$ cat src/rtl/sc_game_pkg.sv
// ----------------------------------------------------------------------------
// sc_game_pkg
// Shared definitions for the game-speed controller and its level timer.
// Holds the timer FSM state encoding, default datapath widths, the
// controller's tick periods (in 50 MHz clock cycles) and the level band
// boundaries used by the controller to pick those periods.
// ----------------------------------------------------------------------------
package sc_game_pkg;

  // Level timer operating states.
  typedef enum logic [1:0] {
    IDLE  = 2'd0,
    RUN   = 2'd1,
    PAUSE = 2'd2,
    DONE  = 2'd3
  } sc_timer_state_e;

  // Default datapath widths.
  localparam int TIMER_WIDTH_DEF = 32;
  localparam int LEVEL_WIDTH_DEF = 8;

  // Controller tick periods in clock cycles at 50 MHz.
  localparam logic [31:0] PERIOD_SLOW = 32'd17500000;  // 0.35 s
  localparam logic [31:0] PERIOD_MID  = 32'd15000000;  // 0.30 s
  localparam logic [31:0] PERIOD_FAST = 32'd12500000;  // 0.25 s

  // Level band boundaries shared with the controller.
  localparam int LEVEL_BAND_0 = 10;
  localparam int LEVEL_BAND_1 = 17;
  localparam int LEVEL_BAND_2 = 32;
  localparam int LEVEL_BAND_3 = 39;
  localparam int LEVEL_BAND_4 = 59;

endpackage

$ cat src/rtl/sc_downcounter.sv
// ----------------------------------------------------------------------------
// sc_downcounter
// Loadable down-counter that stops at zero.
// Ports:
//   clk         in   clock
//   rst_n       in   synchronous active-low reset, clears the value
//   en          in   decrement enable (ignored once the value is zero)
//   load        in   load strobe, has priority over en
//   load_value  in   value captured on load
//   value       out  registered counter value
//   zero        out  high while the registered value is zero
// ----------------------------------------------------------------------------
module sc_downcounter
  import sc_game_pkg::*;
#(
  parameter int WIDTH = TIMER_WIDTH_DEF
) (
  input  logic             clk,
  input  logic             rst_n,
  input  logic             en,
  input  logic             load,
  input  logic [WIDTH-1:0] load_value,
  output logic [WIDTH-1:0] value,
  output logic             zero
);

  logic [WIDTH-1:0] value_r;

  // Counter register: load wins over decrement, never wraps below zero.
  always_ff @(posedge clk) begin
    if (!rst_n) begin
      value_r <= '0;
    end else if (load) begin
      value_r <= load_value;
    end else if (en && (value_r != '0)) begin
      value_r <= value_r - WIDTH'(1);
    end else begin
      value_r <= value_r;
    end
  end

  assign value = value_r;
  assign zero  = (value_r == '0);

endmodule

$ cat src/rtl/sc_level_timer.sv
// ----------------------------------------------------------------------------
// sc_level_timer
// Timing responder for the game-speed controller. Counts down a reload
// period at 50 MHz, emits a one-cycle tick on every expiry and advances a
// level count every TICKS_PER_LEVEL ticks until LEVEL_MAX ends the run.
// Ports:
//   SC_LEVELTIMER_CLOCK_50      in   system clock, 50 MHz
//   SC_LEVELTIMER_RESET_InLow   in   synchronous active-low reset
//   SC_LEVELTIMER_START_InLow   in   start request (active-low, level)
//   SC_LEVELTIMER_PAUSE_InHigh  in   freeze counting while high
//   SC_LEVELTIMER_PERIOD_IN     in   reload period in clock cycles
//   SC_LEVELTIMER_LOAD_InHigh   in   reload strobe
//   SC_LEVELTIMER_TICK_OUT      out  one-cycle pulse per period expiry
//   SC_LEVELTIMER_LEVEL_OUT     out  current level
//   SC_LEVELTIMER_COUNT_OUT     out  current down-counter value
//   SC_LEVELTIMER_DONE_OUT      out  high once LEVEL_MAX is reached
//   SC_LEVELTIMER_BUSY_OUT      out  high in RUN or PAUSE
// All outputs are registered.
// ----------------------------------------------------------------------------
module sc_level_timer
  import sc_game_pkg::*;
#(
  parameter int TIMER_WIDTH     = TIMER_WIDTH_DEF,
  parameter int LEVEL_WIDTH     = LEVEL_WIDTH_DEF,
  parameter int TICKS_PER_LEVEL = 16,
  parameter int LEVEL_MAX       = 59
) (
  input  logic                   SC_LEVELTIMER_CLOCK_50,
  input  logic                   SC_LEVELTIMER_RESET_InLow,
  input  logic                   SC_LEVELTIMER_START_InLow,
  input  logic                   SC_LEVELTIMER_PAUSE_InHigh,
  input  logic [TIMER_WIDTH-1:0] SC_LEVELTIMER_PERIOD_IN,
  input  logic                   SC_LEVELTIMER_LOAD_InHigh,
  output logic                   SC_LEVELTIMER_TICK_OUT,
  output logic [LEVEL_WIDTH-1:0] SC_LEVELTIMER_LEVEL_OUT,
  output logic [TIMER_WIDTH-1:0] SC_LEVELTIMER_COUNT_OUT,
  output logic                   SC_LEVELTIMER_DONE_OUT,
  output logic                   SC_LEVELTIMER_BUSY_OUT
);

  // Tick-in-level counter needs at least one bit even for TICKS_PER_LEVEL=1.
  localparam int TCW = (TICKS_PER_LEVEL > 1) ? $clog2(TICKS_PER_LEVEL) : 1;
  localparam logic [TCW-1:0]         TPL_LAST  = TCW'(TICKS_PER_LEVEL - 1);
  localparam logic [LEVEL_WIDTH-1:0] LVL_MAX_C = LEVEL_WIDTH'(LEVEL_MAX);

  // Elaboration-time parameter sanity.
  if ((LEVEL_MAX >> LEVEL_WIDTH) != 0) begin : g_level_max_chk
    $error("sc_level_timer: LEVEL_MAX does not fit in LEVEL_WIDTH bits");
  end
  if (TICKS_PER_LEVEL < 1) begin : g_tpl_chk
    $error("sc_level_timer: TICKS_PER_LEVEL must be 1 or more");
  end

  // A zero period would never expire; treat it as one cycle.
  function automatic logic [TIMER_WIDTH-1:0] clamp_period(
    input logic [TIMER_WIDTH-1:0] p
  );
    if (p == '0) begin
      return TIMER_WIDTH'(1);
    end else begin
      return p;
    end
  endfunction

  sc_timer_state_e        state_r, state_nxt_s;
  logic [TIMER_WIDTH-1:0] period_r, period_nxt_s;
  logic [LEVEL_WIDTH-1:0] level_r, level_nxt_s;
  logic [TCW-1:0]         tcnt_r, tcnt_nxt_s;
  logic                   tick_r, tick_nxt_s;
  logic                   done_r, busy_r;
  logic [TIMER_WIDTH-1:0] new_period_s;
  logic                   cnt_load_s, cnt_en_s, cnt_zero_s;
  logic [TIMER_WIDTH-1:0] cnt_val_s, cnt_value_s;

  assign new_period_s = clamp_period(SC_LEVELTIMER_PERIOD_IN);

  sc_downcounter #(
    .WIDTH (TIMER_WIDTH)
  ) u_downcounter (
    .clk        (SC_LEVELTIMER_CLOCK_50),
    .rst_n      (SC_LEVELTIMER_RESET_InLow),
    .en         (cnt_en_s),
    .load       (cnt_load_s),
    .load_value (cnt_val_s),
    .value      (cnt_value_s),
    .zero       (cnt_zero_s)
  );

  // Next-state, counter control, tick and level decisions.
  always_comb begin
    state_nxt_s  = state_r;
    period_nxt_s = period_r;
    level_nxt_s  = level_r;
    tcnt_nxt_s   = tcnt_r;
    tick_nxt_s   = 1'b0;
    cnt_load_s   = 1'b0;
    cnt_en_s     = 1'b0;
    cnt_val_s    = period_r - TIMER_WIDTH'(1);

    case (state_r)
      IDLE: begin
        if (!SC_LEVELTIMER_START_InLow) begin
          state_nxt_s  = RUN;
          period_nxt_s = new_period_s;
          cnt_load_s   = 1'b1;
          cnt_val_s    = new_period_s - TIMER_WIDTH'(1);
          level_nxt_s  = '0;
          tcnt_nxt_s   = '0;
        end else begin
          state_nxt_s = IDLE;
        end
      end

      RUN: begin
        // A reload overrides the expiry reload value but not the tick.
        if (SC_LEVELTIMER_LOAD_InHigh) begin
          period_nxt_s = new_period_s;
          cnt_load_s   = 1'b1;
          cnt_val_s    = new_period_s - TIMER_WIDTH'(1);
        end else begin
          cnt_val_s = period_r - TIMER_WIDTH'(1);
        end

        // Pause outranks expiry on the cycle it is sampled.
        if (SC_LEVELTIMER_PAUSE_InHigh) begin
          state_nxt_s = PAUSE;
        end else if (cnt_zero_s) begin
          tick_nxt_s = 1'b1;
          cnt_load_s = 1'b1;
          if (tcnt_r == TPL_LAST) begin
            tcnt_nxt_s = '0;
            if (level_r != LVL_MAX_C) begin
              level_nxt_s = level_r + LEVEL_WIDTH'(1);
            end else begin
              level_nxt_s = level_r;
            end
            if ((level_r + LEVEL_WIDTH'(1)) == LVL_MAX_C) begin
              state_nxt_s = DONE;
            end else begin
              state_nxt_s = RUN;
            end
          end else begin
            tcnt_nxt_s = tcnt_r + TCW'(1);
          end
        end else begin
          cnt_en_s = 1'b1;
        end
      end

      PAUSE: begin
        if (SC_LEVELTIMER_LOAD_InHigh) begin
          period_nxt_s = new_period_s;
          cnt_load_s   = 1'b1;
          cnt_val_s    = new_period_s - TIMER_WIDTH'(1);
        end else begin
          cnt_load_s = 1'b0;
        end
        if (!SC_LEVELTIMER_PAUSE_InHigh) begin
          state_nxt_s = RUN;
        end else begin
          state_nxt_s = PAUSE;
        end
      end

      DONE: begin
        state_nxt_s = DONE;
      end

      default: begin
        state_nxt_s = IDLE;
      end
    endcase
  end

  // State, period, level and registered status outputs.
  always_ff @(posedge SC_LEVELTIMER_CLOCK_50) begin
    if (!SC_LEVELTIMER_RESET_InLow) begin
      state_r  <= IDLE;
      period_r <= '0;
      level_r  <= '0;
      tcnt_r   <= '0;
      tick_r   <= 1'b0;
      done_r   <= 1'b0;
      busy_r   <= 1'b0;
    end else begin
      state_r  <= state_nxt_s;
      period_r <= period_nxt_s;
      level_r  <= level_nxt_s;
      tcnt_r   <= tcnt_nxt_s;
      tick_r   <= tick_nxt_s;
      done_r   <= (state_nxt_s == DONE);
      busy_r   <= (state_nxt_s == RUN) || (state_nxt_s == PAUSE);
    end
  end

  assign SC_LEVELTIMER_TICK_OUT  = tick_r;
  assign SC_LEVELTIMER_LEVEL_OUT = level_r;
  assign SC_LEVELTIMER_COUNT_OUT = cnt_value_s;
  assign SC_LEVELTIMER_DONE_OUT  = done_r;
  assign SC_LEVELTIMER_BUSY_OUT  = busy_r;

endmodule
$ cat config.mk
export PLATFORM = sky130hd
export DESIGN_NAME = sc_level_timer
export DESIGN_NICKNAME = d
export VERILOG_FILES = /design/src/rtl/sc_game_pkg.sv /design/src/rtl/sc_downcounter.sv /design/src/rtl/sc_level_timer.sv
export SDC_FILE = /design/constraint.sdc
export NUM_CORES = 1
export LEC_CHECK = 0
export BUFFER_PORTS_ARGS = -buffer_cell sky130_fd_sc_hd__clkbuf_2
export CAP_MARGIN = 20
export CORE_MARGIN = 1
export CORE_UTILIZATION = 50
export DETAILED_ROUTE_END_ITERATION = 16
export PLACE_DENSITY = 0.68
export SLEW_MARGIN = 20
export SYNTH_ARGS = -nofsm -noshare
export SYNTH_HDL_FRONTEND = slang
export SYNTH_SLANG_ARGS = --single-unit
export TNS_END_PERCENT = 50
$ cat constraint.sdc
create_clock -name SC_LEVELTIMER_CLOCK_50 -period 5.32 [get_ports SC_LEVELTIMER_CLOCK_50]
set_input_delay 0.266 -clock SC_LEVELTIMER_CLOCK_50 [delete_from_list [all_inputs] [get_ports SC_LEVELTIMER_CLOCK_50]]
set_output_delay 0.266 -clock SC_LEVELTIMER_CLOCK_50 [all_outputs]
set_load 0.02 [all_outputs]
==> flow_metrics.py, run 1 <==
metrics = {
    "detailed_routing": {
        "drc": 0,
        "antenna_left": 0,
        "totalWireLength_mm": 15.7,
        "drt_iter0_drc": 477,
        "routedWlPerCell_um": 17.7,
        "num_vias": 5609,
        "first_pass_iters": 5,
        "viasPerCell": 6.32,
    },
    "sta": {
        "finalCritPeriodShare_pct": 69.1,
        "rsz0062_at_grt": "false",
        "tns_ps": 0,
        "layout_min_cycle_time_ps": 3680,
        "drv_slew": 0,
        "hold_viol": 0,
        "fin_skew_ps": 9.32,
        "fmax_ghz": 0.272,
        "worst_pin_slew_ps": 1140,
        "slew-limit-headroom_pct": 23.3,
        "setup_viol": 0,
    },
    "cts": {
        "clkLatencyLatePin_ps": 370,
        "holdBufCountCts": 0,
        "clock-root-buffer": "clkbuf_8",
        "h-tree-depth": 3,
        "post_cts_resized": 0,
        "cts_setup_buffers": 0,
        "tritoncts.num_buffers": 9,
        "cts_buffer_depth": 2,
        "cts_sinks": 81,
        "cts_tree": "yes",
        "clk_pin_slew_ps": 80,
    },
    "synth": {
        "yosys.area.top_type": "dfxtp_1",
        "ys_types": 66,
        "syn_inst": 690,
        "synth-main-ff-cell": "dfxtp_1",
        "ys_ff_latch": 81,
        "synth_top_area_share_pct": 30.2,
        "synth.yosys.seq_area_share_pct": 30.2,
        "synthArstFlopShare_pct": 0,
        "synth.area.top_cells": "dfxtp_1 30%, xor2_1 7.8%, nand2_1 6.5%",
        "yosys_warnings": 0,
        "netlist_area_mm2": 0.00537,
        "syn_area_per_cell_um2": 7.78,
        "syn_nets": 738,
        "synth-edff-count": 0,
    },
    "die": {
        "die-area_mm2": 0.0111,
        "row_count": 37,
        "ios": 80,
        "fp.dieH_um": 106,
        "core_mm2": 0.0104,
        "start_util_pct": 51.7,
        "die_x_um": 106,
    },
    "placed_design": {
        "io_buffers": 79,
        "gp_congestion": 0.948,
        "dp_hpwl_mm": 11.5,
        "place_inst": 872,
    },
    "worst_setup_path": {
        "cp-start-kind": "input pin",
        "cp-end-kind": "flop",
        "critPathMaxFanout": 13,
        "reg2reg_to": "SC_LEVELTIMER_BUSY_OUT",
        "crit_required_ps": 5550,
        "rr_startpoint": "u_downcounter.value[4]",
        "worstSetupPathType": "in2reg",
        "r2r_setup_slack_ps": 1670,
        "arrival_ps": 3910,
        "reg2regPathDepth": 8,
    },
    "cells_and_area": {
        "nets": 795,
        "layout_common_cells": "93 x nand2_1, 81 x dfxtp_1, 79 x clkbuf_2",
        "syn_to_final_growth_pct": 12.1,
        "final_common_cell": "nand2_1",
        "layout.cells.non_filler": 888,
        "drive_above_1_share_pct": 15.0,
        "num_antenna_cells": 0,
    },
    "min_path": {
        "hold_depth": 3,
        "hold_path.class": "in2reg",
        "min_from": "SC_LEVELTIMER_PERIOD_IN[5]",
        "min_to": "period_r[5]",
    },
    "pwr": {
        "ir_worst_vdd_mv": 0.153,
        "powerDensity_mw_per_mm2": 277,
        "p_leak_nw": 2.33,
    },
    "global_routing": {
        "grt_max_degree": 54,
        "antenna_found_initial": 0,
        "grt_util_all_layers_pct": 28.7,
        "grt_pass1_vias": 4902,
        "grt_overflow": 0,
        "grt_pass1_wl_mm": 25.1,
    },
    "run": {
        "max_cap_viol_count": 0,
    },
    "status": {
        "outcome": "complete, no violations",
    },
}
sequential cells by signal, indices dropped and copies added, names as in the netlist:
name and cells:
u_downcounter.value 32, period_r 32, SC_LEVELTIMER_LEVEL_OUT 8, tcnt_r 4, SC_LEVELTIMER_BUSY_OUT 1, SC_LEVELTIMER_DONE_OUT 1, state_r 2, SC_LEVELTIMER_TICK_OUT 1
per-layer routing:
layer	up-vias	track usage [%]	wire [um]
li1	2691	-	-
met1	2640	40.9	7340
met2	263	44.1	7030
met3	15	4.70	1150
met4	0	8.73	195
met5	-	0	0
cell type report:
type,instances,area [um^2]
clock buffers,13,159
clock inverters,3,15.0
fillers,1001,4360
inverters,12,45.0
multi-input cells,558,3560
flip-flops and latches,81,1620
well taps,136,170
repair buffers,85,440
worst max-delay path, stage by stage:
cell	delay, ps
clkbuf_2	130
nor4_1	660
nand4_1	650
nor3_1	530
nor2_1	140
ha_1	250
nor3b_1	190
nand3_1	390
nor3_1	140
xor2_1	170
a221oi_1	320
a211oi_1	80
cell usage after synthesis (3+ instances only):
| master | count |
|---|---|
| or4_1 | 13 |
| a221oi_1 | 12 |
| o211a_1 | 3 |
| o31ai_1 | 8 |
| or3_1 | 12 |
| nor3_1 | 35 |
| a31oi_1 | 5 |
| nand4_1 | 10 |
| o21ai_1 | 14 |
| nand2_1 | 93 |
| xor2_1 | 48 |
| or2_2 | 3 |
| o21a_1 | 3 |
| nand3b_1 | 4 |
| a211oi_1 | 27 |
| nand3_1 | 25 |
| and2_1 | 3 |
| xnor2_1 | 30 |
| nor2_1 | 34 |
| nor4b_1 | 3 |
| dfxtp_1 | 81 |
| inv_1 | 11 |
| o211ai_1 | 4 |
| and3_1 | 4 |
| o21ai_0 | 9 |
| nand4b_1 | 5 |
| buf_2 | 3 |
| ha_1 | 11 |
| clkbuf_1 | 35 |
| nor2b_1 | 6 |
| o221ai_1 | 3 |
| o22ai_1 | 4 |
| nor4_1 | 36 |
| a21oi_1 | 48 |
| nand2b_1 | 8 |
power breakdown:
| part | switching, mW | leakage (nW) | internal [mW] | total [mW] |
|---|---|---|---|---|
| sequential | 0.0705 | 0.667 | 0.660 | 0.730 |
| clock | 0.233 | 0.0932 | 0.193 | 0.426 |
| combinational | 0.328 | 1.57 | 0.183 | 0.510 |
worst max path at each step:
stage	start	endpoint	slack (ps)	cells after the start
finish	SC_LEVELTIMER_PERIOD_IN[9]	u_downcounter.value[18]	1640	12
global placement	SC_LEVELTIMER_PERIOD_IN[9]	u_downcounter.value[28]	1540	12
CTS	u_downcounter.value[4]	SC_LEVELTIMER_BUSY_OUT	1710	8
global route	SC_LEVELTIMER_PERIOD_IN[9]	u_downcounter.value[28]	1400	12
floorplan	u_downcounter.value[4]	SC_LEVELTIMER_BUSY_OUT	2190	9
detailed placement	SC_LEVELTIMER_PERIOD_IN[9]	u_downcounter.value[18]	1400	12
metrics by stage:
step | instance area (um^2) | util (%) | power, mW | setup slack, ps | hold slack (ps)
after floorplan | 5370 | - | 1.08 | 2190 | 402
after global routing | 6010 | 58.0 | 1.76 | 1400 | 167
after global placement | 5840 | 56.3 | 1.23 | 1540 | 462
after CTS | 6010 | 58.0 | 1.67 | 1710 | 141
final | 6010 | 58.0 | 1.67 | 1640 | 159
after detailed placement | 5840 | 56.3 | 1.24 | 1400 | 467
kinds of logic after synthesis:
kind of cell	Yosys count	share of synthesized area (%)
compound gates	162	20.4
xor+xnor	78	12.7
mux	1	0.210
fa+ha+maj	11	2.57
simple gates	306	30.3
flops	81	30.2
buf+inv	51	3.64
No activity file was read; power rests on OpenSTA's default activity.
==> run 2, diff against run 1 <==
--- a/config.mk
+++ b/config.mk
@@ -10,7 +10,7 @@
 export CORE_MARGIN = 1
 export CORE_UTILIZATION = 50
 export DETAILED_ROUTE_END_ITERATION = 16
-export PLACE_DENSITY = 0.68
+export PLACE_DENSITY = 0.71
 export SLEW_MARGIN = 20
 export SYNTH_ARGS = -nofsm -noshare
 export SYNTH_HDL_FRONTEND = slang
==> constraint.sdc (replaced) <==
create_clock -name SC_LEVELTIMER_CLOCK_50 -period 3.1 [get_ports SC_LEVELTIMER_CLOCK_50]
set_input_delay 0.155 -clock SC_LEVELTIMER_CLOCK_50 [delete_from_list [all_inputs] [get_ports SC_LEVELTIMER_CLOCK_50]]
set_output_delay 0.155 -clock SC_LEVELTIMER_CLOCK_50 [all_outputs]
set_load 0.02 [all_outputs]
==> flow_metrics.py, run 2 (synthesis gave the netlist of run 1 again) <==
metrics = {
    "detailed_routing": {
        "totalWireLength_mm": 15.8,
        "drt_iter0_drc": 353,
        "antenna_left": 0,
        "viasPerCell": 6.11,
        "routedWlPerCell_um": 17.1,
        "num_vias": 5649,
        "first_pass_iters": 5,
        "drc": 0,
    },
    "cells_and_area": {
        "num_antenna_cells": 0,
        "layout_common_cells": "93 x nand2_1, 80 x dfxtp_1, 79 x clkbuf_2",
        "drive_above_1_share_pct": 19.4,
        "syn_to_final_growth_pct": 18.8,
        "fin_util_pct": 61.5,
        "nets": 831,
        "final_area_mm2": 0.00637,
        "final_common_cell": "nand2_1",
    },
    "die": {
        "die_x_um": 106,
        "die-area_mm2": 0.0111,
        "fp.dieH_um": 106,
        "ios": 80,
        "core_mm2": 0.0104,
        "start_util_pct": 51.7,
        "row_count": 37,
    },
    "worst_setup_path": {
        "critPathMaxFanout": 6,
        "worstSetupPathType": "reg2reg",
        "arrival_ps": 3200,
        "cp-start-kind": "flop",
        "crit_required_ps": 3360,
        "cp-end-kind": "flop",
    },
    "placed_design": {
        "place_area_mm2": 0.00613,
        "gp_congestion": 0.940,
        "dp_hpwl_mm": 11.8,
        "io_buffers": 79,
        "pre_cts_slack_ps": -33.8,
    },
    "pwr": {
        "ir_worst_vdd_mv": 0.237,
        "p_leak_nw": 2.54,
        "powerDensity_mw_per_mm2": 495,
    },
    "cts": {
        "clk_pin_slew_ps": 90,
        "post_cts_resized": 0,
        "cts_buffer_depth": 2,
        "cts_sinks": 81,
        "cts_setup_buffers": 0,
        "tritoncts.num_buffers": 9,
        "h-tree-depth": 3,
        "clock-root-buffer": "clkbuf_8",
        "cts_tree": "yes",
        "clkLatencyLatePin_ps": 370,
        "holdBufCountCts": 0,
    },
    "global_routing": {
        "grt_pass1_wl_mm": 25.7,
        "grt_util_all_layers_pct": 29.1,
        "antenna_found_initial": 0,
        "grt_max_degree": 35,
        "grt_pass1_vias": 5212,
        "grt_overflow": 0,
    },
    "sta": {
        "worst_pin_slew_ps": 805,
        "setup_viol": 0,
        "whs_ps": 42.9,
        "tns_ps": 0,
        "finalCritPeriodShare_pct": 94.8,
        "slew-limit-headroom_pct": 46.2,
        "fmax_ghz": 0.340,
        "finalWorstSetupSlack_ps": 160,
        "drv_slew": 0,
        "hold_viol": 0,
        "layout_min_cycle_time_ps": 2940,
        "fin_skew_ps": 10.2,
        "rsz0062_at_grt": "false",
    },
    "run": {
        "max_cap_viol_count": 0,
    },
    "status": {
        "outcome": "complete, no violations",
    },
    "min_path": {
        "hold_path.class": "in2reg",
    },
}
==> run 2: per-stage QoR <==
step / power (mW) / std cells
6_report: 3.16 / 924
5_1_grt: 3.31 / 924
4_1_cts: 3.15 / 924
3_5_place_dp: 2.20 / 908
3_3_place_gp: 2.18 / 908
2_1_floorplan: 1.86 / 690
==> run 2: routing by layer <==
| layer | global-route usage (%) | part of all wire (%) |
|---|---|---|
| met1 | 40.1 | 46 |
| met2 | 46.1 | 45 |
| met3 | 3.03 | 6.7 |
| met4 | 12.6 | 2.4 |
| met5 | 0 | 0 |
==> run 2: power breakdown <==
group,internal [mW],switching [mW]
clock,0.556,0.403
combinational,0.369,0.582
sequential,1.13,0.114
total,2.06,1.10
==> run 2: final timing paths <==
kind                              start                endpoint  slack [ps]  cells after the start
min          SC_LEVELTIMER_PERIOD_IN[5]             period_r[5]          40                      3
max             u_downcounter.value[15]  SC_LEVELTIMER_BUSY_OUT         160                      8
max reg2reg     u_downcounter.value[15]  SC_LEVELTIMER_BUSY_OUT         160                      8
min reg2reg                period_r[31]            period_r[31]         480                      2
==> run 2: layout make-up <==
type                            instances  area (um^2)
Inverter                               12         45.0
Clock inverter                          5          103
Timing Repair Buffer                  121          723
Fill cell                             971         4000
Multi-Input combinational cell        558         3570
Clock buffer                           11          141
Sequential cell                        81         1620
Tap cell                              136          170
==> run 2: worst max-delay path, stage by stage (launching register included) <==
cell and delay, ps:
dfxtp_1 320, or4_4 580, or4_4 560, nor3_4 220, nand2_1 90, or4_1 570
nand3_1 120, ha_1 220, and2_1 150
==> run 3, diff against run 2 <==
--- a/config.mk
+++ b/config.mk
@@ -7,6 +7,7 @@
 export LEC_CHECK = 0
 export BUFFER_PORTS_ARGS = -buffer_cell sky130_fd_sc_hd__clkbuf_2
 export CAP_MARGIN = 20
+export CORE_ASPECT_RATIO = 1.5
 export CORE_MARGIN = 1
 export CORE_UTILIZATION = 50
 export DETAILED_ROUTE_END_ITERATION = 16
==> flow_metrics.py, run 3 (synthesis gave the netlist of run 1 again) <==
metrics = {
    "detailed_routing": {
        "routedWlPerCell_um": 17.5,
        "totalWireLength_mm": 16.3,
        "viasPerCell": 6.07,
        "drt_iter0_drc": 379,
        "antenna_left": 0,
        "num_vias": 5636,
        "drc": 0,
        "first_pass_iters": 5,
    },
    "pwr": {
        "ir_worst_vdd_mv": 0.292,
        "p_leak_nw": 2.55,
        "p_total_mw": 3.27,
        "powerDensity_mw_per_mm2": 509,
    },
    "sta": {
        "drv_slew": 0,
        "finalWorstSetupSlack_ps": 135,
        "worst_pin_slew_ps": 734,
        "tns_ps": 0,
        "setup_viol": 0,
        "hold_viol": 0,
        "finalCritPeriodShare_pct": 95.6,
        "fin_skew_ps": 8.83,
        "rsz0062_at_grt": "false",
        "fmax_ghz": 0.337,
        "layout_min_cycle_time_ps": 2960,
        "slew-limit-headroom_pct": 50.9,
    },
    "cells_and_area": {
        "syn_to_final_growth_pct": 19.9,
        "nets": 828,
        "drive_above_1_share_pct": 19.2,
        "layout_common_cells": "93 x nand2_1, 80 x dfxtp_1, 79 x clkbuf_2",
        "final_common_cell": "nand2_1",
        "layout.cells.non_filler": 929,
        "num_antenna_cells": 0,
    },
    "worst_setup_path": {
        "path_buf_inv": 0,
        "worstSetupPathType": "reg2reg",
        "crit_slowest_cell": "or4_1",
        "cp-end-kind": "flop",
        "path_common_cell": "or4_4",
        "cp-startpoint": "u_downcounter.value[15]",
        "arrival_ps": 3210,
        "critPathMaxFanout": 6,
        "critical_path.top_delay_family": "simple AND/OR/NAND/NOR gates",
        "cp_cell_sequence": "or4_4 > or4_4 > nor3_4 > nand2_1 > or4_1 > nand3_1 > ha_1 > and2_1",
        "reg2reg_to": "SC_LEVELTIMER_BUSY_OUT",
        "crit_required_ps": 3340,
        "reg2regPathDepth": 8,
        "r2r_setup_slack_ps": 140,
        "max_stage_delay_ps": 610,
        "rr_startpoint": "u_downcounter.value[15]",
        "cp-start-kind": "flop",
    },
    "min_path": {
        "hold_depth": 3,
        "min_from": "SC_LEVELTIMER_PERIOD_IN[14]",
        "hold_path.class": "in2reg",
        "min_to": "period_r[14]",
    },
    "cts": {
        "h-tree-depth": 3,
        "clk_pin_slew_ps": 60,
        "cts_buffer_depth": 2,
        "tritoncts.num_buffers": 9,
        "cts_tree": "yes",
        "clock-root-buffer": "clkbuf_16",
        "clkLatencyLatePin_ps": 340,
        "cts_setup_buffers": 0,
        "cts_sinks": 81,
    },
    "global_routing": {
        "grt_pass1_vias": 5314,
        "antenna_found_initial": 0,
        "grt_max_degree": 50,
        "grt_pass1_wl_mm": 26.0,
        "grt_util_all_layers_pct": 29.9,
        "grt_overflow": 0,
    },
    "placed_design": {
        "dp_hpwl_mm": 12.3,
        "io_buffers": 79,
        "place_inst": 913,
        "pre_cts_slack_ps": 99.5,
        "gp_congestion": 0.932,
    },
    "die": {
        "core_mm2": 0.0105,
        "start_util_pct": 50.9,
        "die_x_um": 86.6,
        "ios": 80,
        "die-area_mm2": 0.0112,
        "fp.dieH_um": 129,
        "row_count": 46,
    },
    "run": {
        "max_cap_viol_count": 0,
    },
    "status": {
        "outcome": "complete, no violations",
    },
}
==> run 3: cell types whose count changed in the layout (fill, tap and decap cells not counted), sizes merged <==
cell / delta
buf: -3
clkbuf: -1
bufinv: -2
clkinv: +1
clkinvlp: +1
inv: +1
==> run 3: how the worst max path moves through the flow <==
stage | to | slack [ps] | cells past startpoint
after CTS | u_downcounter.value[25] | 90 | 7
final | SC_LEVELTIMER_BUSY_OUT | 140 | 8
after detailed placement | u_downcounter.value[25] | 100 | 7
after global routing | u_downcounter.value[22] | 10 | 9
after global placement | u_downcounter.value[25] | 160 | 7
after floorplan | SC_LEVELTIMER_BUSY_OUT | 20 | 9
==> run 3: metal layers <==
| metal | GRT usage, % | up-vias | wire length (um) |
|---|---|---|---|
| met3 | 4.49 | 48 | 885 |
| met1 | 33.8 | 2621 | 6470 |
| li1 | - | 2760 | - |
| met4 | 16.2 | 0 | 633 |
| met2 | 53.4 | 207 | 8290 |
| met5 | 0 | - | 0 |
==> run 3: layout make-up <==
class                           count  area [um^2]
Clock buffer                       10          229
Clock inverter                      6         67.6
Fill cell                        1006         4100
Inverter                           12         45.0
Multi-Input combinational cell    558         3580
Sequential cell                    81         1620
Tap cell                          144          180
Timing Repair Buffer              118          713
==> run 3: per-stage QoR <==
step / utilization [%] / area, um^2 / hold slack (ps)
global placement: 58.2 / 6130 / 425
global route: 61.1 / 6430 / 96.2
floorplan: - / 5370 / 291
CTS: 61.0 / 6420 / 78.5
finish: 61.1 / 6430 / 82.2
detailed placement: 58.2 / 6130 / 434
==> run 3: timing repair <==
item / 4_1_cts / 5_1_grt
hold buffers: 0 / 0
endpoints found under the setup margin: 0 / 12
resized for setup: 0 / 2
==> run 3: report_power, final <==
group / total (mW) / switching, mW / internal [mW]
sequential: 1.24 / 0.110 / 1.13
clock: 1.07 / 0.442 / 0.627
combinational: 0.960 / 0.585 / 0.375
==> run 3: worst reg2reg max path: cells and delay by family (launching register included) <==
kind                       cells  cell delay (ps)
and+or+nand+nor                7             2320
DFF                            1              310
adders and majority gates      1              220
